### config.mk
export PLATFORM = sky130hd
export DESIGN_NAME = tinker_io_bridge
export DESIGN_NICKNAME = d
export VERILOG_FILES = /design/src/rtl/tinker_pkg.sv /design/src/rtl/tinker_fifo.sv /design/src/rtl/tinker_io_bridge.sv
export SDC_FILE = /design/constraint.sdc
export NUM_CORES = 1
export LEC_CHECK = 0
export ABC_CLOCK_PERIOD_IN_PS = 18000
export CORE_MARGIN = 2
export CORE_UTILIZATION = 60
export CTS_BUF_LIST = sky130_fd_sc_hd__clkbuf_8
export CTS_CLUSTER_DIAMETER = 120
export DETAILED_ROUTE_END_ITERATION = 10
export DONT_BUFFER_PORTS = 1
export PLACE_DENSITY_LB_ADDON = 0.15
export SYNTH_ARGS = -nofsm -noshare
export SYNTH_HDL_FRONTEND = slang
export SYNTH_HIERARCHICAL = 1
export SYNTH_SLANG_ARGS = --single-unit
### constraint.sdc
create_clock -name clk -period 18 [get_ports clk]
set_clock_uncertainty 0.1 [all_clocks]
set_input_delay 2.7 -clock clk [delete_from_list [all_inputs] [get_ports clk]]
set_output_delay 2.7 -clock clk [all_outputs]
set_load 0.02 [all_outputs]
### src/rtl/tinker_pkg.sv
// Shared types and constants for the tinker cpu I/O bridge.
package tinker_pkg;

  typedef logic [63:0] word_t;

  localparam int unsigned IO_FIFO_DEPTH = 8;

endpackage

### src/rtl/tinker_fifo.sv
// Synchronous first-word-fall-through FIFO with wrap-bit pointers.
// A push into a full FIFO is accepted only when a pop frees a slot in the same cycle.
module tinker_fifo #(
  parameter int unsigned Depth = 8,
  parameter int unsigned DataW = 64
) (
  input  logic                       clk,
  input  logic                       reset,
  input  logic                       push_i,
  input  logic [DataW-1:0]           push_data_i,
  input  logic                       pop_i,
  output logic [DataW-1:0]           head_o,
  output logic                       full_o,
  output logic                       empty_o,
  output logic [$clog2(Depth):0]     count_o
);

  localparam int unsigned Aw = $clog2(Depth);
  localparam logic [Aw:0] PtrOne = {{Aw{1'b0}}, 1'b1};

  logic [DataW-1:0] mem_q [Depth];
  logic [Aw:0]      wr_ptr_q, wr_ptr_d;
  logic [Aw:0]      rd_ptr_q, rd_ptr_d;
  logic             do_push, do_pop;

  assign empty_o = (wr_ptr_q == rd_ptr_q);
  assign full_o  = (wr_ptr_q[Aw] != rd_ptr_q[Aw]) && (wr_ptr_q[Aw-1:0] == rd_ptr_q[Aw-1:0]);
  assign count_o = wr_ptr_q - rd_ptr_q;

  // No valid head when empty, so a pop there is ignored; the push still lands.
  assign do_pop  = pop_i & ~empty_o;
  assign do_push = push_i & (~full_o | do_pop);

  // Head is forced to zero when empty so consumers never see stale storage.
  assign head_o  = empty_o ? '0 : mem_q[rd_ptr_q[Aw-1:0]];

  always_comb begin
    wr_ptr_d = wr_ptr_q;
    rd_ptr_d = rd_ptr_q;
    if (reset) begin
      wr_ptr_d = '0;
      rd_ptr_d = '0;
    end else begin
      if (do_push) wr_ptr_d = wr_ptr_q + PtrOne;
      if (do_pop)  rd_ptr_d = rd_ptr_q + PtrOne;
    end
  end

  always_ff @(posedge clk) begin
    wr_ptr_q <= wr_ptr_d;
    rd_ptr_q <= rd_ptr_d;
  end

  always_ff @(posedge clk) begin
    if (do_push && !reset) mem_q[wr_ptr_q[Aw-1:0]] <= push_data_i;
  end

endmodule

### src/rtl/tinker_io_bridge.sv
// Buffers cpu I/O port traffic: edge-detected cpu strobes feed FIFOs toward and from a host
// valid/ready stream, with sticky overflow/underflow flags.
module tinker_io_bridge
  import tinker_pkg::*;
#(
  parameter int unsigned DEPTH  = IO_FIFO_DEPTH,
  parameter int unsigned DATA_W = $bits(word_t)
) (
  input  logic                     clk,
  input  logic                     reset,
  input  logic                     cpu_out_signal,
  input  logic [DATA_W-1:0]        cpu_out_data,
  input  logic                     cpu_in_signal,
  output logic [DATA_W-1:0]        cpu_in_data,
  output logic                     host_out_valid,
  output logic [DATA_W-1:0]        host_out_data,
  input  logic                     host_out_ready,
  input  logic                     host_in_valid,
  input  logic [DATA_W-1:0]        host_in_data,
  output logic                     host_in_ready,
  output logic [$clog2(DEPTH):0]   out_count,
  output logic [$clog2(DEPTH):0]   in_count,
  output logic                     overflow,
  output logic                     underflow
);

  logic prev_out_q, prev_out_d;
  logic prev_in_q, prev_in_d;
  logic overflow_q, overflow_d;
  logic underflow_q, underflow_d;

  logic out_push, out_pop, out_full, out_empty;
  logic in_push, in_pop, in_full, in_empty;

  // cpu strobes are levels; only the rising edge is an event.
  assign out_push = cpu_out_signal & ~prev_out_q;
  assign in_pop   = cpu_in_signal & ~prev_in_q;

  assign host_out_valid = ~out_empty;
  assign out_pop        = host_out_valid & host_out_ready;
  assign host_in_ready  = ~in_full;
  assign in_push        = host_in_valid & host_in_ready;

  assign overflow  = overflow_q;
  assign underflow = underflow_q;

  always_comb begin
    // Edge registers track the level even in reset so a held strobe is not an event later.
    prev_out_d  = cpu_out_signal;
    prev_in_d   = cpu_in_signal;
    overflow_d  = overflow_q;
    underflow_d = underflow_q;
    if (reset) begin
      overflow_d  = 1'b0;
      underflow_d = 1'b0;
    end else begin
      if (out_push && out_full && !out_pop) overflow_d  = 1'b1;
      if (in_pop && in_empty)               underflow_d = 1'b1;
    end
  end

  always_ff @(posedge clk) begin
    prev_out_q  <= prev_out_d;
    prev_in_q   <= prev_in_d;
    overflow_q  <= overflow_d;
    underflow_q <= underflow_d;
  end

  tinker_fifo #(
    .Depth (DEPTH),
    .DataW (DATA_W)
  ) u_out_fifo (
    .clk         (clk),
    .reset       (reset),
    .push_i      (out_push),
    .push_data_i (cpu_out_data),
    .pop_i       (out_pop),
    .head_o      (host_out_data),
    .full_o      (out_full),
    .empty_o     (out_empty),
    .count_o     (out_count)
  );

  tinker_fifo #(
    .Depth (DEPTH),
    .DataW (DATA_W)
  ) u_in_fifo (
    .clk         (clk),
    .reset       (reset),
    .push_i      (in_push),
    .push_data_i (host_in_data),
    .pop_i       (in_pop),
    .head_o      (cpu_in_data),
    .full_o      (in_full),
    .empty_o     (in_empty),
    .count_o     (in_count)
  );

endmodule

# After elaboration in Yosys (flattened, before gate mapping)
# Memories as Yosys holds them, arrays and structs flattened. A register that Yosys moved wholly into a read port is not among the register bits.
# Cells that the tools add are included.
# totals
out_inout_bits,140
ramBits,1024
register_bits,20
n_memories,2
# memory_table
memory,words,word_bits,read_ports,rd_clocked_by_memory_dff,write_ports,line_no,text
u_in_fifo.mem_q,8,64,1,1,1,tinker_fifo.sv:21,logic [DataW-1:0] mem_q [Depth];
u_out_fifo.mem_q,8,64,1,1,1,tinker_fifo.sv:21,
# classes
reduce_logical,9
eq_ne,6
muxes,10
addsub,6
bitwise_logic,16
# ops
operator,count
$mux 64,2
$add 4x1->4 const B,4
$mux 3,4
$and 1x1->1,8
$eq 4x4->1,2
$sub 4x4->4,2
$logic_and 1x1->1,7
$eq 3x3->1,2
$not 1->1,6
$mux 1,4
$logic_not 1->1,2
$ne 1x1->1,2
$or 1x1->1,2

# Depth between registers and ports, before layout
# Gate-level depths: netlist of the first run.
# depth
depth_word,9
mapped_depth,9
mapped_depth_nobuf,9

# By module
# The synthesis of the first run kept the hierarchy.
# by_module_without_submodules
module,cells_per_inst,area_per_inst_um2,n_inst
tinker_fifo,823,19827.8,2
tinker_io_bridge,16,152.6,1

# Worst setup path after synthesis of the first run
# OpenSTA, ideal clock, no wires.
# synth_path
path_kind,input-to-reg
start,input port cpu_in_signal
end,memory u_in_fifo.mem_q[4][0] (enable)
path_stages,5
setup_slack_ns,9.634
setup_time_ns,0.564
t_arrival_ns,7.702
t_required_ns,17.336
path_cell_list,nor2b_1 inv_1 nand3_1 nand4b_1 nor3_1
# synth_between
elab_chain_cells,7
# synth_lines
element,line_no,text
from (decl),tinker_io_bridge.sv:13,"input logic cpu_in_signal,"
$and 1x1->1,tinker_io_bridge.sv:37,assign in_pop = cpu_in_signal & ~prev_in_q;
$and 1x1->1,tinker_fifo.sv:31,assign do_pop = pop_i & ~empty_o;
$or 1x1->1,tinker_fifo.sv:32,assign do_push = push_i & (~full_o | do_pop);
$and 1x1->1,tinker_fifo.sv:32,
$logic_and 1x1->1,tinker_fifo.sv:55,if (do_push && !reset) mem_q[wr_ptr_q[Aw-1:0]] <= push_data_i;
$mux 1,tinker_fifo.sv:55,
$mux 1 (not written as such),tinker_fifo.sv:55,
to (decl),tinker_fifo.sv:21,
# Every way passes these cells.

==> flow_metrics.tcl, run 1 <==
set metrics [dict create \
    avgSynthCellArea_um2 24.0 \
    start_util 0.605 \
    min_from "prev_in_q$_DFF_P_" \
    p_per_area_nw_per_um2 110 \
    yosysTopAreaCell "edfxtp_1" \
    synth-edff-count 1024 \
    area_delta_synth_final_pct 9.37 \
    rsz0062_at_grt "false" \
    cts_root_buffer "clkbuf_8" \
    cts.sinks 1050 \
    synth_cell_type_count 39 \
    start_kind "flop" \
    leakage_nw 13.5 \
    fmax_mhz 139 \
    slew_headroom 0.299 \
    ys_seq_elements 1050 \
    syn-num-nets 1808 \
    drt_iter0_drc 1299 \
    path_class "flop to primary output" \
    cts_resized 0 \
    synth.top_cell.area_share 0.772 \
    die_h_um 262 \
    portBuffers 0 \
    io-pin-count 274 \
    crit_chain "buf_4 -> buf_4 -> mux4_2 -> a22o_1" \
    rr_startpoint "u_out_fifo/wr_ptr_q[0]$_SDFFE_PP0P_" \
    post_cts_buffers 0 \
    critPathMaxStageDelay_ps 1010 \
    holdCritPathClass "flop to flop" \
    cts_hold_buffers 0 \
    syn-cell-area_um2 39800 \
    clk_latency_ps 790 \
    track_usage 0.227 \
    hold_ws_ps 425 \
    drc 0 \
    crit_family "buffers and inverters" \
    regArea_um2 31300 \
    cts_tree "yes" \
    coreArea_um2 65700 \
    vias_per_cell 6.28 \
    timing.final.crit_period_ps 7180 \
    vias 17300 \
    htreeDepth 4 \
    ir_drop_mv 0.0902 \
    synthTopCellsByArea "edfxtp_1 77%, mux4_2 14%, a22o_1 2.6%" \
    critical_path_buf_inv_count 2 \
    multiInputGateArea_um2 7910 \
    grt_pass1_vias 18400 \
    clk_path_buf_depth 3 \
    gr-total-overflow 0 \
    reg2reg_to "u_out_fifo/mem_q[0][36]$_DFFE_PP_" \
    worstPathRequired_ps 15200 \
    rows 94 \
    ant_nets 0 \
    crit_fanout 50 \
    gp_congestion 0.788 \
    crit_arrival_ps 4380 \
    hold_viol 0 \
    tightestPinTransition_ps 1050 \
    synth_flop_cell "edfxtp_1" \
    fin_nets 1920 \
    min_to "underflow$_SDFFE_PP0P_" \
    fillers 4154 \
    maxCapViolations 0 \
    r2r_setup_slack_ps 13760 \
    worstHoldPathCells 2 \
    wl_mm 76.2 \
    antenna_found_initial 0 \
    grt_pass1_wl_mm 113 \
    r2r_cells 10 \
    synthCells 1662 \
    synthArstFlopShare 0 \
    clk_pin_slew_ps 60 \
    cpMaxStageDelayCell "dfxtp_4" \
    firstDrtPassIters 4 \
    yosys-top-cells-count "1024 x edfxtp_1, 256 x mux4_2, 120 x a22o_1, 32 x nor2_1, 26 x dfxtp_1" \
    cp-end-kind "primary output" \
    grt_max_degree 72 \
    wl_per_cell_um 27.6 \
    drive_gt1_frac 0.277 \
    place_hpwl_mm 39.7 \
    tns_ps 0 \
    final-setup-viol-count 0 \
    outcome "completed" \
    fin_crit_sh 0.399 \
    slew_violations 0 \
    cts_buffers 165 \
    ys_seq_area_frac 0.786 \
    crit_top_cell "buf_4" \
    die_area_um2 68400 \
    fp.dieW_um 262 \
    synth.most_common_cell "edfxtp_1" \
    ys_warn_count 6 \
]
## state kept, by name (all words and copies together) (netlist names), named ones only
name / flops
u_in_fifo/wr_ptr_q: 4
overflow: 1
underflow: 1
u_out_fifo/mem_q: 512
u_in_fifo/rd_ptr_q: 4
u_out_fifo/wr_ptr_q: 4
u_in_fifo/mem_q: 512
prev_in_q: 1
prev_out_q: 1
u_out_fifo/rd_ptr_q: 4
## cell usage in the layout, fill, tap and decap left out, types with 5 or more instances in the layout
master / Yosys / final
a22o_1: 120 / 120
nand2_1: 8 / 8
mux4_2: 256 / 256
nor2_4: 4 / 16
clkinv_1: 0 / 49
edfxtp_1: 1024 / 1024
clkbuf_8: 0 / 166
dfxtp_1: 26 / 22
xnor2_1: 14 / 14
buf_4: 24 / 29
inv_1: 20 / 58
clkinv_2: 0 / 18
clkinvlp_4: 0 / 5
a22o_2: 8 / 8
nor2_1: 32 / 20
a21oi_1: 5 / 5
ha_1: 10 / 10
## power by group
part           total, mW  switching (mW)  internal, mW  leakage [nW]
Clock               1.80           0.875         0.920          1.65
Combinational      0.268           0.172        0.0961          2.37
Sequential          2.73          0.0168          2.71          9.45
Total               4.79            1.06          3.73          13.5
## per-stage QoR
stage               std cells  area, µm²   util  power [mW]  setup WS, ps
floorplan                1662      39800      -        3.00          9630
global placement         2471      40600  0.617        3.05         11490
detailed placement       2471      40600  0.617        3.05         11480
CTS                      2760      43500  0.662        4.85         10600
global route             2760      43500  0.662        4.96         10390
finish                   2761      43500  0.662        4.79         10820
## layer usage
metal / share of wire / global-route usage
met5: 0 / 0
met4: 0.021 / 0.0788
met3: 0.079 / 0.0688
met2: 0.52 / 0.387
met1: 0.38 / 0.279
## worst max path at each step
stage / slack (ps) / end / cells after the start
3_5_place_dp: 11480 / cpu_in_data[27] / 4
5_1_grt: 10390 / host_out_data[36] / 4
2_1_floorplan: 9630 / u_in_fifo/mem_q[4][0]$_DFFE_PP_ / 5
3_3_place_gp: 11490 / host_out_data[8] / 4
6_report: 10820 / host_out_data[8] / 4
4_1_cts: 10600 / host_out_data[8] / 4
## kinds of logic after synthesis
| logic type | Yosys count | synth area share |
|---|---|---|
| AOI/OAI and AO/OA | 146 | 0.0316 |
| xor gates and xnor gates | 20 | 0.00478 |
| adders and majority gates | 12 | 0.00415 |
| buffers and inverters | 104 | 0.0186 |
| DFF | 1050 | 0.786 |
| muxes | 260 | 0.146 |
| and+or+nand+nor | 70 | 0.00952 |
## worst register-to-register path, cell delays in order, from the launching register on
cell and delay (ps):
dfxtp_1 480, inv_1 150, ha_1 340, nand3_1 280, nor2_4 100, nor2b_2 290
inv_1 100, nand3_1 100, nand2_1 220, nor3_2 750, buf_4 910
## cell type report
type | instances | area share
antenna | 1 | 0.0000575
timing repair buffer | 29 | 0.00500
clock buffer | 166 | 0.0525
multi-input combinational | 508 | 0.182
sequential | 1050 | 0.719
clock inverter | 123 | 0.0157
inverter | 20 | 0.00172
tap | 864 | 0.0248
(Power assumes the default switching activity.)
==> run 2: changes to the inputs <==
Settings changed: ABC_CLOCK_PERIOD_IN_PS 18000 to 6500, CORE_UTILIZATION 60 to 59.
Clock period 18 ns to 6.5 ns, I/O delays scaled along.
==> flow_metrics.tcl, run 2 (synthesis gave the netlist of run 1 again) <==
set metrics [dict create \
    critPathMaxStageDelay_ps 700 \
    grt_max_degree 129 \
    timing.final.crit_period_ps 4850 \
    post_dp_cell_area_um2 40700 \
    layout_commonest_cell "edfxtp_1" \
    io-pin-count 274 \
    coreArea_um2 67000 \
    fillers 4433 \
    drt_iter0_drc 1377 \
    crit_chain "inv_1 -> ha_1 -> nand3_1 -> nor2_4 -> nor2b_4 -> buf_4 -> a22o_1" \
    slew_violations 0 \
    path_class "flop to primary output" \
    firstDrtPassIters 5 \
    slew_headroom 0.261 \
    wl_met2_mm 39.9 \
    rows 95 \
    gp_congestion 0.779 \
    place_hpwl_mm 42.3 \
    wl_met3_mm 5.84 \
    final_cell_mix "1024 x edfxtp_1, 256 x mux4_2, 163 x clkbuf_8" \
    tns_ps 0 \
    finalPower_mw 13.1 \
    fin_crit_sh 0.745 \
    fp.dieW_um 264 \
    ant_nets 0 \
    fin_nets 1922 \
    drive_gt1_frac 0.274 \
    clk_pin_slew_ps 60 \
    grt_pass1_wl_mm 116 \
    drc 0 \
    vias_per_cell 6.24 \
    hold_viol 0 \
    holdCritPathClass "input pin to flop" \
    cpMaxStageDelayCell "buf_4" \
    htreeDepth 4 \
    cp-end-kind "primary output" \
    cts_resized 0 \
    start_kind "flop" \
    ir_drop_mv 0.240 \
    outcome "completed" \
    start_util 0.594 \
    track_usage 0.227 \
    tightestPinTransition_ps 1110 \
    clk_path_buf_depth 3 \
    cts_root_buffer "clkbuf_8" \
    die_h_um 264 \
    grt_pass1_vias 18600 \
    wl_mm 77.2 \
    gr-total-overflow 0 \
    hold_ws_ps 112 \
    top_layer_used "met4" \
    antenna_found_initial 1 \
    rsz0062_at_grt "false" \
    regArea_um2 31300 \
    fmax_mhz 206 \
    critical_path_buf_inv_count 2 \
    cts_hold_buffers 0 \
    multiInputGateArea_um2 7930 \
    cts.sinks 1050 \
    leakage_nw 13.5 \
    clk_latency_ps 780 \
    post_cts_buffers 0 \
    wl_per_cell_um 27.8 \
    maxCapViolations 0 \
    fin_area_um2 43600 \
    portBuffers 0 \
    p_per_area_nw_per_um2 301 \
    vias 17300 \
    area_delta_synth_final_pct 9.55 \
    worstPathRequired_ps 5420 \
    cts_tree "yes" \
    crit_arrival_ps 3770 \
    final-setup-viol-count 0 \
    crit_fanout 55 \
    cts_buffers 160 \
    drt-met1-wl_mm 30.0 \
    crit_family "buffers and inverters" \
    die_area_um2 69600 \
]
-- run 2: cell count changes in the layout (fill, tap and decap cells not counted), sizes merged --
| cell | before | now |
|---|---|---|
| clkbuf | 166 | 163 |
| inv | 63 | 85 |
| clkinvlp | 5 | 3 |
| buf | 29 | 36 |
| clkinv | 71 | 59 |
| bufinv | 4 | 1 |
-- run 2: layout make-up --
type	instances	share of cell area
sequential	1050	0.717
multi-input combinational	508	0.182
clock buffer	163	0.0514
tap	873	0.0250
clock inverter	128	0.0142
timing repair buffer	36	0.00821
inverter	20	0.00172
antenna	1	0.0000574
-- run 2: where the power goes --
group | total [mW] | internal (mW) | switching, mW
registers | 7.55 | 7.51 | 0.0388
logic | 0.752 | 0.270 | 0.482
clock network | 4.83 | 2.39 | 2.43
-- run 2: path summary, 6_finish.rpt --
path                                 startpoint                                to  slack (ps)  depth (start not counted)
max          u_in_fifo/wr_ptr_q[0]$_SDFFE_PP0P_                   cpu_in_data[34]        1650                          7
min                               cpu_in_signal                 prev_in_q$_DFF_P_         110                          0
max reg2reg  u_in_fifo/wr_ptr_q[0]$_SDFFE_PP0P_  u_in_fifo/mem_q[0][29]$_DFFE_PP_        2410                          9
min reg2reg                   prev_in_q$_DFF_P_            underflow$_SDFFE_PP0P_         430                          2
-- run 2: metal layers --
layer	vias to the layer above	GRT usage
met3	102	0.0742
met5	-	0
li1	7394	-
met2	574	0.380
met4	0	0.0651
met1	9258	0.288
-- run 2: per-stage QoR --
step                      std cells  utilization  setup WS [ps]
after floorplan                1662            -           1460
after global placement         2487        0.608           2520
after CTS                      2778        0.650           1630
after detailed placement       2487        0.608           2400
after global routing           2779        0.650           1470
final                          2779        0.650           1650
-- run 2: worst reg2reg max path, stage by stage, from the launching register on --
cell and delay [ps]:
dfxtp_1 540, inv_1 170, ha_1 360, nand3_1 290, nor2_1 110, nor2b_1 300
nor3b_1 260, nand2_1 260, nor3_4 440, buf_4 810
